`config.mk`:
```
export PLATFORM = sky130hd
export DESIGN_NAME = parking_gate_ctrl
export DESIGN_NICKNAME = d
export VERILOG_FILES = /design/src/rtl/parking_pkg.sv /design/src/rtl/gate_lane.sv /design/src/rtl/parking_gate_ctrl.sv
export SDC_FILE = /design/constraint.sdc
export NUM_CORES = 1
export LEC_CHECK = 0
export BUFFER_PORTS_ARGS = -buffer_cell sky130_fd_sc_hd__buf_4
export CAP_MARGIN = 20
export CORE_MARGIN = 2
export CORE_UTILIZATION = 40
export CTS_CLUSTER_SIZE = 30
export DETAILED_ROUTE_END_ITERATION = 16
export GPL_TIMING_DRIVEN = 0
export PLACE_DENSITY = 0.67
export SYNTH_ARGS = -nofsm -noshare
export SYNTH_HDL_FRONTEND = slang
export SYNTH_SLANG_ARGS = --single-unit
```
`constraint.sdc`:
```
create_clock -name clk -period 3.6 [get_ports clk]
set_clock_uncertainty 0.2 [all_clocks]
set_input_delay 0.72 -clock clk [delete_from_list [all_inputs] [get_ports clk]]
set_output_delay 0.72 -clock clk [all_outputs]
set_load 0.02 [all_outputs]
```
`src/rtl/parking_pkg.sv`:
```
// Shared lane state type, default timing constants and counter sizing for the
// parking barrier controller.
package parking_pkg;

  typedef enum logic [2:0] {
    LANE_IDLE,
    LANE_QUAL,
    LANE_OPEN,
    LANE_PASSING,
    LANE_HOLD
  } lane_state_e;

  localparam int DEF_DEBOUNCE   = 4;
  localparam int DEF_CLOSE_HOLD = 8;
  localparam int DEF_TIMEOUT    = 64;

  function automatic int cntWidth(input int a, input int b, input int c);
    int m;
    m = a;
    if (b > m) m = b;
    if (c > m) m = c;
    return $clog2(m + 1);
  endfunction

endpackage

```
`src/rtl/gate_lane.sv`:
```
// One barrier lane: input synchronizers, loop debounce, admission, passage
// tracking and close hold. PARK_GATE_TIMEOUT_EN adds an OPEN-state timeout.
module gate_lane
  import parking_pkg::*;
#(
  parameter int DEBOUNCE   = DEF_DEBOUNCE,
  parameter int CLOSE_HOLD = DEF_CLOSE_HOLD,
  parameter int TIMEOUT    = DEF_TIMEOUT
) (
  input  logic clk_i,
  input  logic rst_i,
  input  logic loop_i,
  input  logic uni_i,
  input  logic pass_i,
  input  logic admit_i,
  output logic uni_sync_o,
  output logic gate_o,
  output logic event_o,
  output logic event_uni_o,
  output logic deny_o,
  output logic timeout_o
);

  localparam int W = cntWidth(DEBOUNCE, CLOSE_HOLD, TIMEOUT);

  logic [2:0]  meta_q;
  logic [2:0]  sync_q;
  logic        passDly_q;
  logic        loopS;
  lane_state_e state_q;
  logic [W-1:0] cnt_q;
  logic        uniLatch_q;
  logic        gate_q;
  logic        event_q;
  logic        eventUni_q;
  logic        deny_q;

  assign loopS      = sync_q[0];
  assign uni_sync_o = sync_q[2];

  // The pass beam gets one extra stage so a passage event lands three cycles
  // after the raw beam clears, while loop decisions use the plain sync.
  always_ff @(posedge clk_i or posedge rst_i) begin
    if (rst_i) begin
      meta_q    <= '0;
      sync_q    <= '0;
      passDly_q <= 1'b0;
    end else begin
      meta_q    <= {uni_i, pass_i, loop_i};
      sync_q    <= meta_q;
      passDly_q <= sync_q[1];
    end
  end

`ifdef PARK_GATE_TIMEOUT_EN
  logic [W-1:0] timer_q;
  logic         timeout_q;
  assign timeout_o = timeout_q;
`else
  assign timeout_o = 1'b0;
`endif

  always_ff @(posedge clk_i or posedge rst_i) begin
    if (rst_i) begin
      state_q    <= LANE_IDLE;
      cnt_q      <= '0;
      uniLatch_q <= 1'b0;
      gate_q     <= 1'b0;
      event_q    <= 1'b0;
      eventUni_q <= 1'b0;
      deny_q     <= 1'b0;
`ifdef PARK_GATE_TIMEOUT_EN
      timer_q    <= '0;
      timeout_q  <= 1'b0;
`endif
    end else begin
      event_q    <= 1'b0;
      eventUni_q <= 1'b0;
      deny_q     <= 1'b0;
`ifdef PARK_GATE_TIMEOUT_EN
      timeout_q  <= 1'b0;
`endif
      case (state_q)
        LANE_IDLE: begin
          if (loopS) begin
            state_q <= LANE_QUAL;
            cnt_q   <= '0;
          end
        end
        LANE_QUAL: begin
          if (!loopS) begin
            state_q <= LANE_IDLE;
          end else if (cnt_q == W'(DEBOUNCE - 1)) begin
            uniLatch_q <= sync_q[2];
            if (admit_i) begin
              state_q <= LANE_OPEN;
              gate_q  <= 1'b1;
`ifdef PARK_GATE_TIMEOUT_EN
              timer_q <= '0;
`endif
            end else begin
              deny_q  <= 1'b1;
              state_q <= LANE_HOLD;
              cnt_q   <= '0;
            end
          end else begin
            cnt_q <= cnt_q + W'(1);
          end
        end
        LANE_OPEN: begin
          if (passDly_q) begin
            state_q <= LANE_PASSING;
          end
`ifdef PARK_GATE_TIMEOUT_EN
          else if (timer_q == W'(TIMEOUT - 1)) begin
            timeout_q <= 1'b1;
            gate_q    <= 1'b0;
            state_q   <= LANE_HOLD;
            cnt_q     <= '0;
          end else begin
            timer_q <= timer_q + W'(1);
          end
`endif
        end
        LANE_PASSING: begin
          if (!passDly_q) begin
            event_q    <= 1'b1;
            eventUni_q <= uniLatch_q;
            gate_q     <= 1'b0;
            state_q    <= LANE_HOLD;
            cnt_q      <= '0;
          end
        end
        LANE_HOLD: begin
          // A car still sitting on the loop keeps the lane parked here, so a
          // refused car cannot be refused again until it leaves and returns.
          if (cnt_q == W'(CLOSE_HOLD)) begin
            if (!loopS) state_q <= LANE_IDLE;
          end else begin
            cnt_q <= cnt_q + W'(1);
          end
        end
        default: state_q <= LANE_IDLE;
      endcase
    end
  end

  assign gate_o      = gate_q;
  assign event_o     = event_q;
  assign event_uni_o = eventUni_q;
  assign deny_o      = deny_q;

endmodule

```
`src/rtl/parking_gate_ctrl.sv`:
```
// Entry/exit barrier controller feeding the occupancy counter with car events.
// Define PARK_GATE_TIMEOUT_EN to abort barriers left open with no car passing.
module parking_gate_ctrl
  import parking_pkg::*;
#(
  parameter int DEBOUNCE   = DEF_DEBOUNCE,
  parameter int CLOSE_HOLD = DEF_CLOSE_HOLD,
  parameter int TIMEOUT    = DEF_TIMEOUT
) (
  input  logic clk,
  input  logic reset,
  input  logic enable,
  input  logic entry_loop,
  input  logic exit_loop,
  input  logic entry_uni,
  input  logic exit_uni,
  input  logic entry_pass,
  input  logic exit_pass,
  input  logic uni_is_vacated_space,
  input  logic is_vacated_space,
  output logic entry_gate_open,
  output logic exit_gate_open,
  output logic car_entered,
  output logic is_uni_car_entered,
  output logic car_exited,
  output logic is_uni_car_exited,
  output logic entry_denied,
  output logic entry_timeout,
  output logic exit_timeout
);

  logic [2:0] ctrlMeta_q;
  logic [2:0] ctrlSync_q;
  logic       entryUni;
  logic       entryAdmit;
  logic       exitUniUnused;
  logic       exitDenyUnused;

  // Enable and the vacancy flags come from other logic, so they are
  // synchronized here before feeding the entry admission decision.
  always_ff @(posedge clk or posedge reset) begin
    if (reset) begin
      ctrlMeta_q <= '0;
      ctrlSync_q <= '0;
    end else begin
      ctrlMeta_q <= {enable, uni_is_vacated_space, is_vacated_space};
      ctrlSync_q <= ctrlMeta_q;
    end
  end

  assign entryAdmit = ctrlSync_q[2] & (entryUni ? ctrlSync_q[1] : ctrlSync_q[0]);

  gate_lane #(
    .DEBOUNCE  (DEBOUNCE),
    .CLOSE_HOLD(CLOSE_HOLD),
    .TIMEOUT   (TIMEOUT)
  ) uEntry (
    .clk_i      (clk),
    .rst_i      (reset),
    .loop_i     (entry_loop),
    .uni_i      (entry_uni),
    .pass_i     (entry_pass),
    .admit_i    (entryAdmit),
    .uni_sync_o (entryUni),
    .gate_o     (entry_gate_open),
    .event_o    (car_entered),
    .event_uni_o(is_uni_car_entered),
    .deny_o     (entry_denied),
    .timeout_o  (entry_timeout)
  );

  gate_lane #(
    .DEBOUNCE  (DEBOUNCE),
    .CLOSE_HOLD(CLOSE_HOLD),
    .TIMEOUT   (TIMEOUT)
  ) uExit (
    .clk_i      (clk),
    .rst_i      (reset),
    .loop_i     (exit_loop),
    .uni_i      (exit_uni),
    .pass_i     (exit_pass),
    .admit_i    (1'b1),
    .uni_sync_o (exitUniUnused),
    .gate_o     (exit_gate_open),
    .event_o    (car_exited),
    .event_uni_o(is_uni_car_exited),
    .deny_o     (exitDenyUnused),
    .timeout_o  (exit_timeout)
  );

endmodule

```
# After elaboration in Yosys (flattened, before gate mapping)
# Cells that the tools add are included.
# word_totals
elab_cells	123
inputBits	11
regBits	49
out_inout_bits	9
# op_classes
addsub	2
bitwise_logic	1
mux	52
reduce_logical	14
eq_ne	33
# op_table
cell	n
2-to-1 mux 7 bit	11
one-hot mux 7 bit (4 select lines)	2
2-to-1 mux 3 bit	15
one-hot mux 3 bit (5 select lines)	2
AND reduction 6 bit	4
2-to-1 mux 1 bit	20
!= test 2 x 1 -> 1 bit (second input constant)	10
!= test 2 bit (second input constant)	8
adder 7 x 1 -> 7 bit (second input constant)	2
equality test 7 x 2 -> 1 bit (second input constant)	2
equality test 7 x 4 -> 1 bit (second input constant)	2
equality test 3 x 2 -> 1 bit (second input constant)	4
!= test 3 bit (second input constant)	3
nonzero test 4 bit	2
equality test 3 x 1 -> 1 bit (second input constant)	2
equality test 3 bit (second input constant)	2
zero test 3 bit	2
AND reduction 3 bit	2
AND reduction 5 bit	1
one-hot mux 1 bit (2 select lines)	2
AND reduction 4 bit	1
nonzero test 2 bit	2
AND 1 bit	1

# Logic depth before layout (Yosys ltp)
# depth
word_depth	6
depth_mapped	6
mapped_depth_nobuf	6

# Cells and area by module
# Synthesis repeated with hierarchy kept, for this count alone.
# unflattened
cells_unflattened	203
area_unflattened_um2	2260.9
# by_module_without_submodules
mod	area_each_um2	seq_area_each_um2	n_inst	cells_per_inst
gate_lane (uEntry)	1057.3	550.5	1	100
gate_lane (uExit)	1029.7	550.5	1	93
parking_gate_ctrl	173.9	150.1	1	10

# Least setup slack after synthesis
# OpenSTA, ideal clock, no wires.
# synth_timing
path_type	reg2reg
from	register uEntry.state_q[0]
to	register uEntry.cnt_q[5]
n_path_buf	1
synth_period_minus_slack_ns	1.891
setup_ns	0.126
stages_incl_launch_ff	6
setup_slack_ns	1.709
arrival_time_ns	1.565
required_ns	3.274
cell_sequence	dfrtp_1 -> buf_4 -> or3b_4 -> a31oi_4 -> o21ai_1 -> a221o_1
# synth_between
elab_chain_len	3
elab_cells_between_ends	12
cone_classes	eq/ne (8); mux (1); reduce/logical (3)
# synth_rtl
element	line_no	text
start, declared	gate_lane.sv:30	lane_state_e state_q;
start signal, assigned	gate_lane.sv:65	state_q <= LANE_IDLE;
start signal, assigned	gate_lane.sv:86	state_q <= LANE_QUAL;
start signal, assigned	gate_lane.sv:92	state_q <= LANE_IDLE;
equality test 3 x 1 -> 1 bit, or another cell as far along	gate_lane.sv:83	case (state_q)
!= test 3 bit (no source line), or another cell as far along	--	
AND reduction 6 bit (no source line)	--	
end signal, assigned	gate_lane.sv:107	cnt_q <= cnt_q + W'(1);
end signal, assigned	gate_lane.sv:140	cnt_q <= cnt_q + W'(1);
end, declared	gate_lane.sv:31	logic [W-1:0] cnt_q;
# Several ways; a longest one is shown, not always the timed one.
# A chain may end at the register's enable or synchronous reset.

# Final worst setup path
# layout_timing
from	register uEntry.cnt_q[0]
to	register uEntry.cnt_q[2]
# layout_between
elab_chain_len	4
elab_cells_between_ends	10
cone_classes	add/sub (1); eq/ne (4); mux (4); reduce/logical (1)
# layout_rtl
element	line_no	text
adder 7 x 1 -> 7 bit or equality test 7 x 2 -> 1 bit (tied branches)	gate_lane.sv:107, gate_lane.sv:140, gate_lane.sv:93	
2-to-1 mux 7 bit	gate_lane.sv:93	end else if (cnt_q == W'(DEBOUNCE - 1)) begin
2-to-1 mux 7 bit	gate_lane.sv:91	if (!loopS) begin
one-hot mux 7 bit (4 select lines)	gate_lane.sv:83	
# Several ways; a longest one is shown, not always the timed one. The select of a mux whose other input is x is not followed.

==> impl_summary.md <==
Power and ir drop
Summed over all cells, the static leakage comes to 1.19 nW. Across the VDD grid, the largest voltage drop is 0.000213 V. In this run the power density over the cells is 603 mW/mm^2.

Status
The flow ran to the end, and the final reports show no timing, DRC or antenna violations.

Timing
The final number of hold-violating endpoints is 0. The post-route fraction of the period consumed by the critical path is 58.2%. For the final routed database, the setup TNS stands at 0 ns.

The worst path in the final design needs a cycle of around 2.1 ns, including I/O delays and setup. The total count of max-transition violations in the final report is 0. Setup repair after global routing left no endpoint under its margin.

The count of final setup violators is 0. Derived from the worst setup path, the maximum achievable clock frequency is roughly 480 MHz. Measured against its own limit, the worst slew margin works out to 60.3%.

The transition at the pin with the smallest max-transition slack is 0.595 ns. The worst hold margin is 0.143 ns.

Clock tree
The number of buffers on the longest clock path is 2. The count of H-tree levels built during CTS is 2. The clock buffer count from CTS is 5. After clock tree synthesis, the flow added hold-fix buffers numbering 0.

The later pin in the worst-skew pair is clocked with a latency of between 0.3 and 0.4 ns. Counting every sink on the clock net gives slightly below 50. After clock tree synthesis, the clock-pin slew on the worst setup and hold paths is 0.10 ns. The post-cts resize count is 0. The tree is rooted in a sky130_fd_sc_hd__clkbuf_8. TritonCTS built the clock tree. Once the clock tree was built, the setup fixing pass inserted 0 buffers.

Floorplan
The die is between 70 and 80 um wide. The die outline area is 0.00621 sq mm. The count of boundary I/O pins is 20. The die is between 70 and 80 um tall. For this configuration, the core starts out at a cell density of 41.2%. The core region is about 0.0054 sq mm. The floorplan has 27 rows.

Critical path
The sort of element at the start of the critical path is a flip-flop. The worst setup path is captured at a flip-flop. The highest net fanout along the worst path is 6. The required time reported for the critical path endpoint is 3.64 ns. Data on the critical path arrives at its endpoint at 2.14 ns. The critical path is of the flip-flop to flip-flop type.

Hold path
The tightest min-delay check is of the flip-flop to flip-flop type.

Job
The tool flagged a number of max-cap violations equal to 0.

Drt
The first detailed-routing pass ran for 4 iterations. The final antenna-violating net count is 0. The post-detailed-route via-to-cell ratio is 5.22. The sum of routed wire length over all layers is 3840 um. The count of vias placed by the detailed router is between 1500 and 2000. The detailed-route DRC error count is 0. The final routed wire length divided by cell count is 13.1 um. The number of DRC violations after detailed-routing iteration 0 is around 130.

Layout
The area of the multi-input gates is 927 sq um. The count of fill cells added during filler insertion is 483. The final design instance area without fill is 0.00259 sq mm. Across the whole layout, storage elements account for 0.00123 sq mm.

The fraction of final layout cells sized beyond drive strength 1 is 21.4%. Once layout is complete, the utilization of the core stands at 47.7%. The area growth from synthesis to layout is 15.9%. The number of antenna diodes in the final layout is 0. The net count of the finished layout is 234.

Synth
Of all cell types, the one taking the most synthesized area is sky130_fd_sc_hd__dfrtp_1. In the synthesized netlist, the cells that appear most often are 49 x sky130_fd_sc_hd__dfrtp_1, 10 x sky130_fd_sc_hd__inv_1, 10 x sky130_fd_sc_hd__nand2b_1, 9 x sky130_fd_sc_hd__nand2_1, 8 x sky130_fd_sc_hd__and3_1. The per-instance average area after synthesis is 11.6 sq um. Yosys printed 0 warnings. The cell area after synthesis is 0.00224 sq mm. The synthesized design devotes to its leading area cell type between 50% and 60% of total area.

The number of different library cells in the post-synthesis netlist is 53. The leading cell type by number of instances after synthesis is sky130_fd_sc_hd__dfrtp_1. The share of synthesized registers carrying an async set or reset is 100%. The synthesized design contains 0 enable-type register cells. Sequential elements use 54.8% of the synthesized area. The number of storage elements in the synthesis netlist is 49. The most used flip-flop cell after synthesis is sky130_fd_sc_hd__dfrtp_1. Ranked by total cell area, the synthesized netlist is headed by sky130_fd_sc_hd__dfrtp_1 55%, sky130_fd_sc_hd__nand2b_1 2.8%, sky130_fd_sc_hd__o2bb2ai_1 2.3%. Synthesis produced 193 cells.

Global route
The number of antenna violations at the first check in global routing was 0. The via count of the first global-routing pass is 1422. Global routing used around 14% of the available tracks across all layers. The wire length of the first global-routing pass is 6710 um. Entering global routing, the biggest net connects 28 pins. For this run the aggregate overflow at the end of global routing stands at 0.

Placed design
Summed over all nets, the half-perimeter wirelength after detailed placement is about 2700 um. In this run the cell area measured after placement is between 0.002 and 0.0025 sq mm. The number of I/O port buffers is 17.

Routability-driven placement finished with a final weighted congestion of 0.831.
[worst max-delay path, stage by stage (launching register included)]
cell,delay (ns)
sky130_fd_sc_hd__dfrtp_1,0.41
sky130_fd_sc_hd__ha_1,0.25
sky130_fd_sc_hd__nor2b_1,0.20
sky130_fd_sc_hd__a311oi_2,0.49
sky130_fd_sc_hd__o21a_2,0.29
sky130_fd_sc_hd__a32o_1,0.19
[final timing paths]
kind	start	endpoint	slack, ns	cells past startpoint
max in group asynchronous	reset	uExit.cnt_q[6]	2.47	3
min in group asynchronous	reset	uEntry.passDly_q	0.22	2
max	uEntry.cnt_q[0]	uEntry.cnt_q[2]	1.50	5
max reg2reg	uEntry.cnt_q[0]	uEntry.cnt_q[2]	1.50	5
min reg2reg	uEntry.meta_q[0]	uEntry.sync_q[0]	0.14	0
min	uEntry.meta_q[0]	uEntry.sync_q[0]	0.14	0
[per-stage QoR]
step	setup WS [ns]	instances	power (mW)
finish	1.50	292	1.56
global route	1.39	292	1.67
CTS	1.51	292	1.57
detailed placement	1.53	284	1.17
global placement	0.860	283	1.16
floorplan	1.51	194	1.06
[routing by layer]
layer / GRT usage [%] / up-vias / routed length (um)
met5: 0 / - / 0
met4: 5.79 / 0 / 72
met3: 3.07 / 5 / 163
met2: 18.8 / 31 / 1640
met1: 20.9 / 735 / 1960
li1: - / 752 / -
[sequential cells by signal, indices dropped and copies added (netlist names), 3 cells and up]
name / cells
uExit.cnt_q: 7
uEntry.meta_q: 3
ctrlMeta_q: 3
uExit.sync_q: 3
uExit.meta_q: 3
uEntry.sync_q: 3
uExit.state_q: 3
ctrlSync_q: 3
uEntry.cnt_q: 7
uEntry.state_q: 3
[power by group]
group / internal (mW) / leakage, nW / total, mW / switching [mW]
sequential: 0.620 / 0.622 / 0.661 / 0.0409
combinational: 0.218 / 0.513 / 0.503 / 0.284
clock: 0.208 / 0.0543 / 0.400 / 0.192
[cells by family after synthesis]
| kind of cell | Yosys count | share of synthesized area, % |
|---|---|---|
| compound gates | 42 | 15.4 |
| fa+ha+maj | 4 | 2.24 |
| buf+inv | 19 | 3.97 |
| mux | 7 | 3.35 |
| xor+xnor | 2 | 0.783 |
| simple gates | 69 | 19.3 |
| flops | 49 | 54.8 |
| other cells | 1 | 0.168 |
[layout by cell type (no fill, tap or decap), types with 5 or more instances in the layout]
cell type / synthesis / final
sky130_fd_sc_hd__o221ai_1: 5 / 5
sky130_fd_sc_hd__dfrtp_1: 49 / 49
sky130_fd_sc_hd__inv_1: 10 / 9
sky130_fd_sc_hd__a21oi_1: 7 / 7
sky130_fd_sc_hd__and3_1: 8 / 8
sky130_fd_sc_hd__o2bb2ai_1: 6 / 6
sky130_fd_sc_hd__buf_4: 4 / 21
sky130_fd_sc_hd__nand2_1: 9 / 9
sky130_fd_sc_hd__clkbuf_8: 0 / 5
sky130_fd_sc_hd__nor2b_1: 5 / 5
sky130_fd_sc_hd__nor2_1: 7 / 7
sky130_fd_sc_hd__nand3_1: 5 / 5
sky130_fd_sc_hd__nand2b_1: 10 / 10
sky130_fd_sc_hd__o21ai_0: 5 / 5
[layout make-up]
cell class	instances	area share [%]
Buffer	9	1.98
Timing Repair Buffer	18	5.69
Tap cell	72	3.47
Multi-Input combinational cell	126	35.7
Clock buffer	5	2.65
Sequential cell	49	47.3
Clock inverter	3	1.78
Inverter	10	1.45
Note: power is estimated with default switching activity, not from simulation.
